<file path="config.mk">
export PLATFORM = sky130hd
export DESIGN_NAME = control_sequencer
export DESIGN_NICKNAME = d
export VERILOG_FILES = /design/src/rtl/control_sequencer.sv
export SDC_FILE = /design/constraint.sdc
export NUM_CORES = 1
export LEC_CHECK = 0
export ABC_AREA = 1
export BUFFER_PORTS_ARGS = -buffer_cell sky130_fd_sc_hd__buf_2
export CAP_MARGIN = 5
export CORE_AREA = 2 2 39 41
export CTS_CLUSTER_SIZE = 8
export DETAILED_ROUTE_END_ITERATION = 8
export DIE_AREA = 0 0 41 43
export PLACE_DENSITY = 0.78
export RECOVER_POWER = 25
export SYNTH_ARGS = -nofsm -noshare
export SYNTH_HDL_FRONTEND = slang
export SYNTH_SLANG_ARGS = --single-unit
</file>
<file path="constraint.sdc">
create_clock -name i_CLOCK -period 1.7 [get_ports i_CLOCK]
set_input_delay 0.255 -clock i_CLOCK [delete_from_list [all_inputs] [get_ports i_CLOCK]]
set_output_delay 0.255 -clock i_CLOCK [all_outputs]
set_load 0.005 [all_outputs]
</file>
<file path="src/rtl/control_sequencer.sv">
// control_sequencer: microcoded T-state sequencer producing the CPU bus control word.
// Optional build macro: CONTROL_SEQUENCER_EARLY_STEP_RESET_EN
//   defined   -> an instruction returns to T0 right after its last non-empty step
//   undefined -> every instruction runs all MAX_STEPS steps before wrapping
//
// State table (mode):
//   state        | meaning
//   MODE_RUN     | stepping T-states, control word decoded from step/opcode/flags
//   MODE_HALTED  | HLT executed; step frozen at 0, only o_HALT asserted
module control_sequencer #(
  parameter int OPCODE_WIDTH = 4,
  parameter int MAX_STEPS    = 5,
  localparam int STEP_WIDTH  = $clog2(MAX_STEPS)
) (
  input  logic                    i_CLOCK,
  input  logic                    i_CLEAR_n,
  input  logic [OPCODE_WIDTH-1:0] i_OPCODE,
  input  logic [1:0]              i_FLAGS,
  input  logic                    i_STEP_ENABLE,
  output logic [STEP_WIDTH-1:0]   o_STEP,
  output logic                    o_HALT,
  output logic                    o_PC_COUNT_ENABLE,
  output logic                    o_PC_WRITE_BUS,
  output logic                    o_ALU_SUBTRACT,
  output logic                    o_FLAGS_LATCH,
  output logic                    o_OUT_READ_BUS,
  output logic                    o_PC_JUMP_n,
  output logic                    o_MAR_READ_BUS_n,
  output logic                    o_RAM_READ_BUS_n,
  output logic                    o_RAM_WRITE_BUS_n,
  output logic                    o_IR_READ_BUS_n,
  output logic                    o_IR_WRITE_BUS_n,
  output logic                    o_A_READ_BUS_n,
  output logic                    o_A_WRITE_BUS_n,
  output logic                    o_B_READ_BUS_n,
  output logic                    o_ALU_WRITE_BUS_n
);

  typedef enum logic {MODE_RUN, MODE_HALTED} mode_t;

  localparam logic [3:0] OP_LDA = 4'h1;
  localparam logic [3:0] OP_ADD = 4'h2;
  localparam logic [3:0] OP_SUB = 4'h3;
  localparam logic [3:0] OP_STA = 4'h4;
  localparam logic [3:0] OP_LDI = 4'h5;
  localparam logic [3:0] OP_JMP = 4'h6;
  localparam logic [3:0] OP_JC  = 4'h7;
  localparam logic [3:0] OP_JZ  = 4'h8;
  localparam logic [3:0] OP_OUT = 4'hE;
  localparam logic [3:0] OP_HLT = 4'hF;

  localparam logic [STEP_WIDTH-1:0] STEP_LAST = STEP_WIDTH'(MAX_STEPS - 1);

  mode_t                 mode;
  logic [STEP_WIDTH-1:0] step_q;
  logic [3:0]            op;

  // internal active-high control word
  logic halt, pc_cnt, pc_wr, alu_sub, fl_latch, out_rd, pc_jump;
  logic mar_rd, ram_rd, ram_wr, ir_rd, ir_wr, a_rd, a_wr, b_rd, alu_wr;

  // Opcodes wider than a nibble with any upper bit set fold to NOP (0).
  generate
    if (OPCODE_WIDTH > 4) begin : g_wide_op
      assign op = (|i_OPCODE[OPCODE_WIDTH-1:4]) ? 4'h0 : i_OPCODE[3:0];
    end else begin : g_nibble_op
      assign op = i_OPCODE[3:0];
    end
  endgenerate

  // Microcode decode: step, opcode, flags and halted mode into the control word.
  always_comb begin
    halt = 1'b0; pc_cnt = 1'b0; pc_wr = 1'b0; alu_sub = 1'b0; fl_latch = 1'b0;
    out_rd = 1'b0; pc_jump = 1'b0; mar_rd = 1'b0; ram_rd = 1'b0; ram_wr = 1'b0;
    ir_rd = 1'b0; ir_wr = 1'b0; a_rd = 1'b0; a_wr = 1'b0; b_rd = 1'b0; alu_wr = 1'b0;
    if (mode == MODE_HALTED) begin
      halt = 1'b1;
    end else begin
      case (int'(step_q))
        0: begin
          pc_wr  = 1'b1;
          mar_rd = 1'b1;
        end
        1: begin
          ram_wr = 1'b1;
          ir_rd  = 1'b1;
          pc_cnt = 1'b1;
        end
        2: begin
          case (op)
            OP_LDA, OP_ADD, OP_SUB, OP_STA: begin ir_wr = 1'b1; mar_rd = 1'b1; end
            OP_LDI: begin ir_wr = 1'b1; a_rd = 1'b1; end
            OP_JMP: begin ir_wr = 1'b1; pc_jump = 1'b1; end
            OP_JC:  begin ir_wr = i_FLAGS[0]; pc_jump = i_FLAGS[0]; end
            OP_JZ:  begin ir_wr = i_FLAGS[1]; pc_jump = i_FLAGS[1]; end
            OP_OUT: begin a_wr = 1'b1; out_rd = 1'b1; end
            OP_HLT: halt = 1'b1;
            default: ;
          endcase
        end
        3: begin
          case (op)
            OP_LDA:         begin ram_wr = 1'b1; a_rd = 1'b1; end
            OP_ADD, OP_SUB: begin ram_wr = 1'b1; b_rd = 1'b1; end
            OP_STA:         begin a_wr = 1'b1; ram_rd = 1'b1; end
            default: ;
          endcase
        end
        4: begin
          if (op == OP_ADD || op == OP_SUB) begin
            alu_wr   = 1'b1;
            a_rd     = 1'b1;
            fl_latch = 1'b1;
            alu_sub  = (op == OP_SUB);
          end
        end
        default: ;
      endcase
    end
  end

`ifdef CONTROL_SEQUENCER_EARLY_STEP_RESET_EN
  logic [STEP_WIDTH-1:0] last_step;

  // Last non-empty step of the current instruction; untaken jumps still end at T2.
  always_comb begin
    case (op)
      OP_LDA, OP_STA: last_step = STEP_WIDTH'(3);
      OP_ADD, OP_SUB: last_step = STEP_WIDTH'(4);
      OP_LDI, OP_JMP, OP_JC, OP_JZ, OP_OUT, OP_HLT: last_step = STEP_WIDTH'(2);
      default:        last_step = STEP_WIDTH'(1);
    endcase
  end
`endif

  // Step counter and halted mode; halt in RUN mode can only be the HLT execute step.
  always_ff @(posedge i_CLOCK or negedge i_CLEAR_n) begin
    if (!i_CLEAR_n) begin
      step_q <= '0;
      mode   <= MODE_RUN;
    end else if (i_STEP_ENABLE && mode == MODE_RUN) begin
      if (halt) begin
        mode   <= MODE_HALTED;
        step_q <= '0;
      end else if (step_q == STEP_LAST) begin
        step_q <= '0;
`ifdef CONTROL_SEQUENCER_EARLY_STEP_RESET_EN
      end else if (step_q >= last_step) begin
        step_q <= '0;
`endif
      end else begin
        step_q <= step_q + 1'b1;
      end
    end
  end

  // Outputs forced inactive while clear is held, independent of the decode.
  always_comb begin
    o_STEP            = step_q;
    o_HALT            = i_CLEAR_n & halt;
    o_PC_COUNT_ENABLE = i_CLEAR_n & pc_cnt;
    o_PC_WRITE_BUS    = i_CLEAR_n & pc_wr;
    o_ALU_SUBTRACT    = i_CLEAR_n & alu_sub;
    o_FLAGS_LATCH     = i_CLEAR_n & fl_latch;
    o_OUT_READ_BUS    = i_CLEAR_n & out_rd;
    o_PC_JUMP_n       = ~(i_CLEAR_n & pc_jump);
    o_MAR_READ_BUS_n  = ~(i_CLEAR_n & mar_rd);
    o_RAM_READ_BUS_n  = ~(i_CLEAR_n & ram_rd);
    o_RAM_WRITE_BUS_n = ~(i_CLEAR_n & ram_wr);
    o_IR_READ_BUS_n   = ~(i_CLEAR_n & ir_rd);
    o_IR_WRITE_BUS_n  = ~(i_CLEAR_n & ir_wr);
    o_A_READ_BUS_n    = ~(i_CLEAR_n & a_rd);
    o_A_WRITE_BUS_n   = ~(i_CLEAR_n & a_wr);
    o_B_READ_BUS_n    = ~(i_CLEAR_n & b_rd);
    o_ALU_WRITE_BUS_n = ~(i_CLEAR_n & alu_wr);
  end

endmodule

</file>
### Word level (Yosys, flattened, before mapping)

Cells that the tools add are included.
Widths: inputs -> output; s select.

| word-level totals | value |
|---|---|
| logic and storage cells | 92 |
| bits in registers | 4 |
| input bits | 9 |
| output and inout port bits | 19 |

| operators by class | value |
|---|---|
| reduce and logical (&&, ||, !) cells | 8 |
| multiplexer cells | 42 |
| equality and inequality tests | 14 |
| $add $sub $neg | 1 |
| bitwise gates (word level) | 25 |

Operator list:

| cell | number |
|---|---|
| $mux 1 | 34 |
| $eq 4x3->1 const B | 4 |
| $and 1x1->1 | 14 |
| $eq 4x4->1 const B | 3 |
| $not 1->1 | 11 |
| $pmux 1 s3 | 3 |
| $eq 4x2->1 const B | 2 |
| $eq 3x2->1 const B | 2 |
| $mux 3 | 2 |
| $pmux 1 s2 | 3 |
| $reduce_or 6->1 | 1 |
| $eq 4x1->1 const B | 1 |
| $reduce_or 4->1 | 1 |
| $add 3x1->3 const B | 1 |
| $eq 3x1->1 const B | 1 |
| $eq 3x3->1 const B | 1 |
| $logic_not 3->1 | 1 |
| $reduce_or 3->1 | 1 |
| $reduce_and 2->1 | 1 |
| $reduce_or 2->1 | 1 |
| $logic_and 1x1->1 | 1 |
| $logic_or 1x1->1 | 1 |

### Logic depth before layout (Yosys ltp)

Gate-level depths: netlist (run 1).

| logic depth | value |
|---|---|
| word-level depth | 7 |
| gate-level depth with buffers | 7 |
| gate-level depth less buffers | 7 |

### Least setup slack after synthesis (run 1)

No wires, ideal clock.

| timing | value |
|---|---|
| path type | register -> output |
| from | reg step_q[0], in the netlist o_STEP[0] |
| to | out o_ALU_SUBTRACT |
| required time | 1.445 ns |
| arrival time | 1.159 ns |
| path buffers | 0 |
| slack | 0.286 ns |
| stages on the path, launching flop included | 6 |
| cell sequence | dfrtp_1 inv_1 ha_1 nand2_1 nand3b_1 nor3_1 |

| between the ends | value |
|---|---|
| word-level cells in the longest chain between the ends | 4 |

RTL lines:

| what | RTL line | text |
|---|---|---|
| start: declaration | 55 | `logic [STEP_WIDTH-1:0] step_q;` |
| start signal: assignment | 152 | `step_q <= step_q + 1'b1;` |
| $eq 3x3->1 | 79 | `case (int'(step_q))` |
| $mux 1 | 79 |  |
| $mux 1 | 76 | `if (mode == MODE_HALTED) begin` |
| $and 1x1->1 | 163 | `o_ALU_SUBTRACT = i_CLEAR_n & alu_sub;` |
| end: declaration | 24 | `output logic o_ALU_SUBTRACT,` |

Every way passes these cells.

### Final worst setup path (run 1)

| timing | value |
|---|---|
| from | reg step_q[1], in the netlist o_STEP[1] |
| to | out o_A_WRITE_BUS_n |

| between the ends | value |
|---|---|
| word-level cells in the longest chain between the ends | 5 |
| elaborated cells on any way between the ends | 6 |
| classes of those cells | 2 x eq/ne; 2 x mux; 2 x bitwise |

RTL lines:

| what | RTL line | text |
|---|---|---|
| $eq 3x2->1 | 79 |  |
| $pmux 1 s2 (*) | 79 |  |
| $mux 1 (*) | 76 |  |
| $and 1x1->1 (*) | 173 | `o_A_WRITE_BUS_n = ~(i_CLEAR_n & a_wr);` |
| $not 1->1 (*) | 173 |  |
| end: declaration | 34 | `output logic o_A_WRITE_BUS_n,` |

Every way passes the cells marked *; elsewhere a longest branch is shown, timed or not.

==> results of run 1 <==
repair_timing:
item / in CTS / in global routing
resized for setup: 8 / 10
setup buffers: 8 / 0
hold buffers: 1 / 0
setup endpoints to repair: 10 / 14
endpoints found under the hold margin: 4 / 0
pin swaps: 3 / 2
cell type report:
class / instances / area share [%]
repair buffers: 36 / 24.8
well taps: 16 / 2.39
multi-input cells: 75 / 50.4
inverters: 17 / 7.61
clock buffers: 3 / 2.69
flip-flops and latches: 4 / 12.1
layer usage:
metal  vias to the layer above  routed length (um)  global-route usage (%)
met5                         -                   0                       0
met4                         0                  16                    10.0
met3                         2                  59                       0
met2                        19                 828                    31.3
met1                       308                 571                    20.8
li1                        374                   -                       -
critical path, cell delays in order (launching register included):
cell      delay [ns]
dfrtp_1         0.41
buf_6           0.12
ha_2            0.17
inv_2           0.05
nor2_4          0.09
nand3b_1        0.10
o21ai_1         0.08
nand2_1         0.06
buf_2           0.12
Yosys cell counts:
cell type,count
ha_1,5
inv_1,17
nor2_4,1
nand3b_1,2
nand2_1,29
nor3_1,1
a21oi_1,3
nor2_1,17
dfrtp_1,4
o21ai_2,1
nor2_2,2
nand3_1,10
o21ai_0,2
nand2_2,1
a21boi_2,1
through the flow:
stage	worst slack (ns)	instance area (um2)
global route	-0.0889	838
finish	-0.0113	838
global placement	0.109	699
CTS	-0.0483	817
floorplan	0.286	544
detailed placement	0.0973	699
cells by family (layout without fill, tap and decap cells):
| kind of cell | count (synthesis) | in the layout | share of synthesized area [%] |
|---|---|---|---|
| flip-flops | 4 | 4 | 18.4 |
| AO/OA/AOI/OAI | 7 | 7 | 8.28 |
| AND/OR/NAND/NOR | 63 | 63 | 50.1 |
| adder cells (fa/ha/maj) | 5 | 5 | 11.5 |
| buffers and inverters | 17 | 56 | 11.7 |
path summary, 6_finish.rpt:
path / cells after the start / endpoint / slack (ns)
min in group asynchronous: 2 / o_STEP[0] / 0.52
hold reg to reg: 2 / mode / 0.54
setup reg to reg: 8 / o_STEP[0] / 0.40
setup / recovery: 8 / o_A_WRITE_BUS_n / -0.01
hold / removal: 4 / o_STEP[2] / 0.42
max in group asynchronous: 2 / o_STEP[2] / 0.99
state kept, by name (all words and copies together), names as in the netlist:
name	count
mode	1
o_STEP	3
power groups by stage:
stage | registers (mW) | logic (mW) | clock network [mW]
global placement | 0.0969 | 0.0427 | 0
finish | 0.0957 | 0.0451 | 0.121
detailed placement | 0.0969 | 0.0434 | 0
global route | 0.0956 | 0.0519 | 0.131
floorplan | 0.0970 | 0.0219 | 0
CTS | 0.0957 | 0.0455 | 0.128
==> flow_summary.json, run 1 <==
{
  "status": "complete, but fails checks",
  "failed_checks": "negative setup slack",
  "cts_buffer_depth": 2,
  "cts.clk_slew.worst_paths_ns": 0.04,
  "crit_path_max_fanout": 3,
  "final_util_pct": 60.6,
  "synth_top_area_share_pct": 20.0,
  "yosys_register_bits": 4,
  "fin_ws_ns": -0.0113,
  "crit_required_ns": 1.44,
  "max_slew_margin_pct": 83.4,
  "synth_seq_area_share_pct": 18.4,
  "peakVddDrop_mv": 0.311,
  "yosys_warnings": 0,
  "first_iter_violations": 4,
  "io_pins": 28,
  "power.density_nw_per_um2": 312,
  "layout_worst_path_cycle_share_pct": 101,
  "route.detailed.drc": 0,
  "hold_start": "i_STEP_ENABLE",
  "initial_core_util_pct": 39.3,
  "syn_avg_cell_area_um2": 5.67,
  "synth_area_leaders": "nand2_1 20%, dfrtp_1 18%, inv_1 12%",
  "fin_setup_tns_ns": -0.0119,
  "worstMarginPinSlew_ns": 0.249,
  "swShare_pct": 26.4,
  "holdWs_ns": 0.422,
  "place.port_buffers": 27,
  "fp-row-count": 14,
  "grt.total_usage_pct": 18.0,
  "cts_buffers": 3,
  "instances_no_fill": 151,
  "seq_power_share_pct": 36.6,
  "grt_pass1_wl_um": 2210,
  "clock_skew_ns": 0.00219,
  "clkLatencyLatePin_ns": 0.24,
  "dp_hpwl_um": 1060,
  "hold_path.class": "in -> reg",
  "dieArea_um2": 1760,
  "cts_root_buf": "clkbuf_4",
  "p_leak_nw": 0.430,
  "cts_tree": "done",
  "synthCells": 96,
  "seq_area_um2": 101,
  "fin_nets": 151,
  "switching_power_uw": 69.1,
  "p_total_uw": 262,
  "die_w_um": 41,
  "drive_gt1_share_pct": 40.7,
  "syn_nets": 110,
  "finalHoldViolations": 0,
  "firstDrtPassIters": 3,
  "gp_congestion": 0.811,
  "end_kind": "output pin",
  "critPathKind": "reg -> out",
  "ys_types": 15,
  "grt_pass1_vias": 575,
  "area_growth_pct": 54.0,
  "worst_setup_path_start_kind": "flop",
  "synth_top_cell_by_area": "nand2_1",
  "multi_input_area_um2": 423,
  "pwr-share-clk_pct": 46.2,
  "coreArea_um2": 1380,
  "intPower_uw": 193,
  "startpoint": "o_STEP[1]",
  "grt_max_degree": 8,
  "syn_area_um2": 544,
  "drv_cap": 0,
  "fillers": 146,
  "combPwrFrac_pct": 17.2,
  "routed_via_density": 4.66,
  "diodes": 0,
  "reg2reg_from": "o_STEP[1]",
  "ant_nets": 0,
  "layout_min_cycle_time_ns": 1.71,
  "htree_levels": 1,
  "wl_per_cell_um": 9.77,
  "fp.dieH_um": 43,
  "grt_overflow": 0,
  "timing_max_transition_violations_final": 0,
  "final_common_cell": "nand2_1",
  "finalSetupViolCount": 2,
  "arrival_ns": 1.46,
  "cts.sinks": 4,
  "place_inst": 139,
  "final_cell_mix": "28 x nand2_1, 26 x buf_2, 15 x nor2_1, 13 x inv_1, 10 x nand3_1",
  "max_freq_mhz": 584,
  "rsz0062_at_grt": "true",
  "finalWirelength_um": 1480,
  "antenna_found_initial": 0,
  "vias": 703
}
Note: power is estimated with default switching activity, not from simulation.
==> inputs of run 2 (changes only) <==
--- a/config.mk
+++ b/config.mk
@@ -8,11 +8,12 @@
 export ABC_AREA = 1
 export BUFFER_PORTS_ARGS = -buffer_cell sky130_fd_sc_hd__buf_2
 export CAP_MARGIN = 5
-export CORE_AREA = 2 2 39 41
+export CELL_PAD_IN_SITES_DETAIL_PLACEMENT = 0
+export CELL_PAD_IN_SITES_GLOBAL_PLACEMENT = 2
+export CORE_UTILIZATION = 20
 export CTS_CLUSTER_SIZE = 8
 export DETAILED_ROUTE_END_ITERATION = 8
-export DIE_AREA = 0 0 41 43
-export PLACE_DENSITY = 0.78
+export PLACE_DENSITY = 0.81
 export RECOVER_POWER = 25
 export SYNTH_ARGS = -nofsm -noshare
 export SYNTH_HDL_FRONTEND = slang
==> run 2 against run 1 <==
The run still ends with negative setup slack left. Via count increased by 3.6%. Fmax fell by 0.41%. Routed wire length up 13%. Sequential power is essentially flat. Non-clock buffer count increased by 3. Core utilization shrank 25 points. Clock power decreased by 4%. Clock skew about the same. Design area rose by 8.2%. Combinational power increased by 5.1%. Critical path type unchanged. Largest cell class unchanged.
==> flow_summary.json, run 2 (synthesis results as in run 1) <==
{
  "finalSetupViolCount": 1,
  "antenna_found_initial": 0,
  "max_freq_mhz": 582,
  "worst-path-buf-inv": 3,
  "finalInstanceArea_um2": 907,
  "vias": 728,
  "cts_buffers": 3,
  "cts_tree": "done",
  "seq_power_share_pct": 36.9,
  "critPathTopFamily": "flip-flops",
  "first_iter_violations": 8,
  "slowest_delay_ns": 0.41,
  "place_area_um2": 732,
  "hold_path.class": "in -> reg",
  "cpMostUsedCell": "inv_2",
  "intPower_uw": 193,
  "peakVddDrop_mv": 0.296,
  "crit_slowest_cell": "dfrtp_1",
  "dp_hpwl_um": 1280,
  "final_cell_mix": "28 x nand2_1, 27 x buf_2, 13 x inv_1, 13 x nor2_1, 11 x buf_4",
  "crit_required_ns": 1.44,
  "p_total_uw": 260,
  "critPathKind": "reg -> out",
  "gp_congestion": 0.707,
  "grt_overflow": 0,
  "end_kind": "output pin",
  "fp.dieH_um": 54.2,
  "combPwrFrac_pct": 18.3,
  "worstMarginPinSlew_ns": 0.267,
  "io_pins": 28,
  "drv_cap": 0,
  "timing_max_transition_violations_final": 0,
  "fin_nets": 154,
  "crit_path_max_fanout": 4,
  "firstDrtPassIters": 4,
  "crit_path_cell_trace": "inv_2 > ha_2 > inv_2 > nor2_4 > nand3b_1 > o21ai_1 > nand2_1 > buf_2",
  "cts_root_buf": "clkbuf_4",
  "wl_per_cell_um": 9.91,
  "grt.total_usage_pct": 11.9,
  "routed_via_density": 4.33,
  "rsz0062_at_grt": "true",
  "dp_slack_ns": 0.0998,
  "final_common_cell": "nand2_1",
  "grt_max_degree": 8,
  "power.density_nw_per_um2": 286,
  "worst_setup_path_start_kind": "flop",
  "fillers": 307,
  "swShare_pct": 25.7,
  "initial_core_util_pct": 21.6,
  "pwr-share-clk_pct": 44.8,
  "seq_area_um2": 101,
  "layout_worst_path_cycle_share_pct": 101,
  "p_leak_nw": 0.448,
  "coreArea_um2": 2520,
  "arrival_ns": 1.46,
  "layout_min_cycle_time_ns": 1.72,
  "grt_pass1_wl_um": 2520,
  "failed_checks": "negative setup slack",
  "area_growth_pct": 66.7,
  "grt_pass1_vias": 654,
  "htree_levels": 1,
  "largest_reg_flops": 3,
  "max_slew_margin_pct": 82.2,
  "cts_buffer_depth": 2,
  "status": "complete, but fails checks",
  "cts.clk_slew.worst_paths_ns": 0.04,
  "clock_skew_ns": 0.00230,
  "die_w_um": 54.2,
  "finalWirelength_um": 1670,
  "fp-row-count": 18,
  "dieArea_um2": 2930,
  "switching_power_uw": 66.8,
  "diodes": 0,
  "cts.sinks": 4,
  "finalHoldViolations": 0,
  "clkLatencyLatePin_ns": 0.24,
  "route.detailed.drc": 0,
  "ant_nets": 0,
  "multi_input_area_um2": 452,
  "drive_gt1_share_pct": 47.1,
  "place.port_buffers": 27,
  "fin_ws_ns": -0.0184
}
==> run 2: final timing paths <==
path | startpoint | endpoint | slack, ns | depth (start not counted)
max reg2reg | o_STEP[0] | o_STEP[2] | 0.39 | 8
min in group asynchronous | i_CLEAR_n | mode | 0.44 | 2
min | i_STEP_ENABLE | o_STEP[2] | 0.43 | 4
max | o_STEP[0] | o_A_WRITE_BUS_n | -0.02 | 8
min reg2reg | o_STEP[2] | o_STEP[2] | 0.58 | 2
max in group asynchronous | i_CLEAR_n | o_STEP[2] | 1.08 | 2
==> run 2: power groups by stage <==
stage | Sequential [mW] | Clock, mW | Combinational, mW
CTS | 0.0958 | 0.122 | 0.0467
finish | 0.0958 | 0.116 | 0.0474
global placement | 0.0969 | 0 | 0.0447
global route | 0.0956 | 0.130 | 0.0546
detailed placement | 0.0969 | 0 | 0.0447
floorplan | 0.0970 | 0 | 0.0219
==> run 2: area by class of cell <==
| cell class | instances | share of cell area (%) |
|---|---|---|
| Clock buffer | 3 | 2.48 |
| Timing Repair Buffer | 39 | 25.1 |
| Inverter | 17 | 7.31 |
| Tap cell | 30 | 4.14 |
| Multi-Input combinational cell | 75 | 49.8 |
| Sequential cell | 4 | 11.2 |
==> run 2: what timing repair did <==
item	in CTS	in global routing
pin swaps	3	6
buffers inserted	7	2
hold endpoints to repair	4	0
gates resized for setup	7	17
endpoints found under the setup margin	10	13
hold buffers	1	0
==> run 2: routing by layer <==
layer | part of all wire [%] | vias up | global-route usage (%)
li1 | - | 382 | -
met1 | 43 | 324 | 13.5
met2 | 51 | 20 | 21.7
met3 | 5.6 | 2 | 0.847
met4 | 1.1 | 0 | 6.41
met5 | 0 | - | 0
==> run 2: tightest hold or removal path: stages <==
cell and delay (ns):
buf_2 0.07, nand2_1 0.15, nand2_1 0.10, nand2_1 0.05
==> run 2: through the flow <==
| step | utilization [%] | cells | setup TNS, ns | hold WS [ns] |
|---|---|---|---|---|
| 2_1_floorplan | - | 96 | 0 | -0.0406 |
| 3_3_place_gp | 29.0 | 155 | 0 | 0.0838 |
| 3_5_place_dp | 29.0 | 155 | 0 | 0.0879 |
| 4_1_cts | 33.2 | 166 | -0.233 | 0.423 |
| 5_1_grt | 36.0 | 168 | -0.916 | 0.466 |
| 6_report | 36.0 | 168 | -0.0184 | 0.427 |
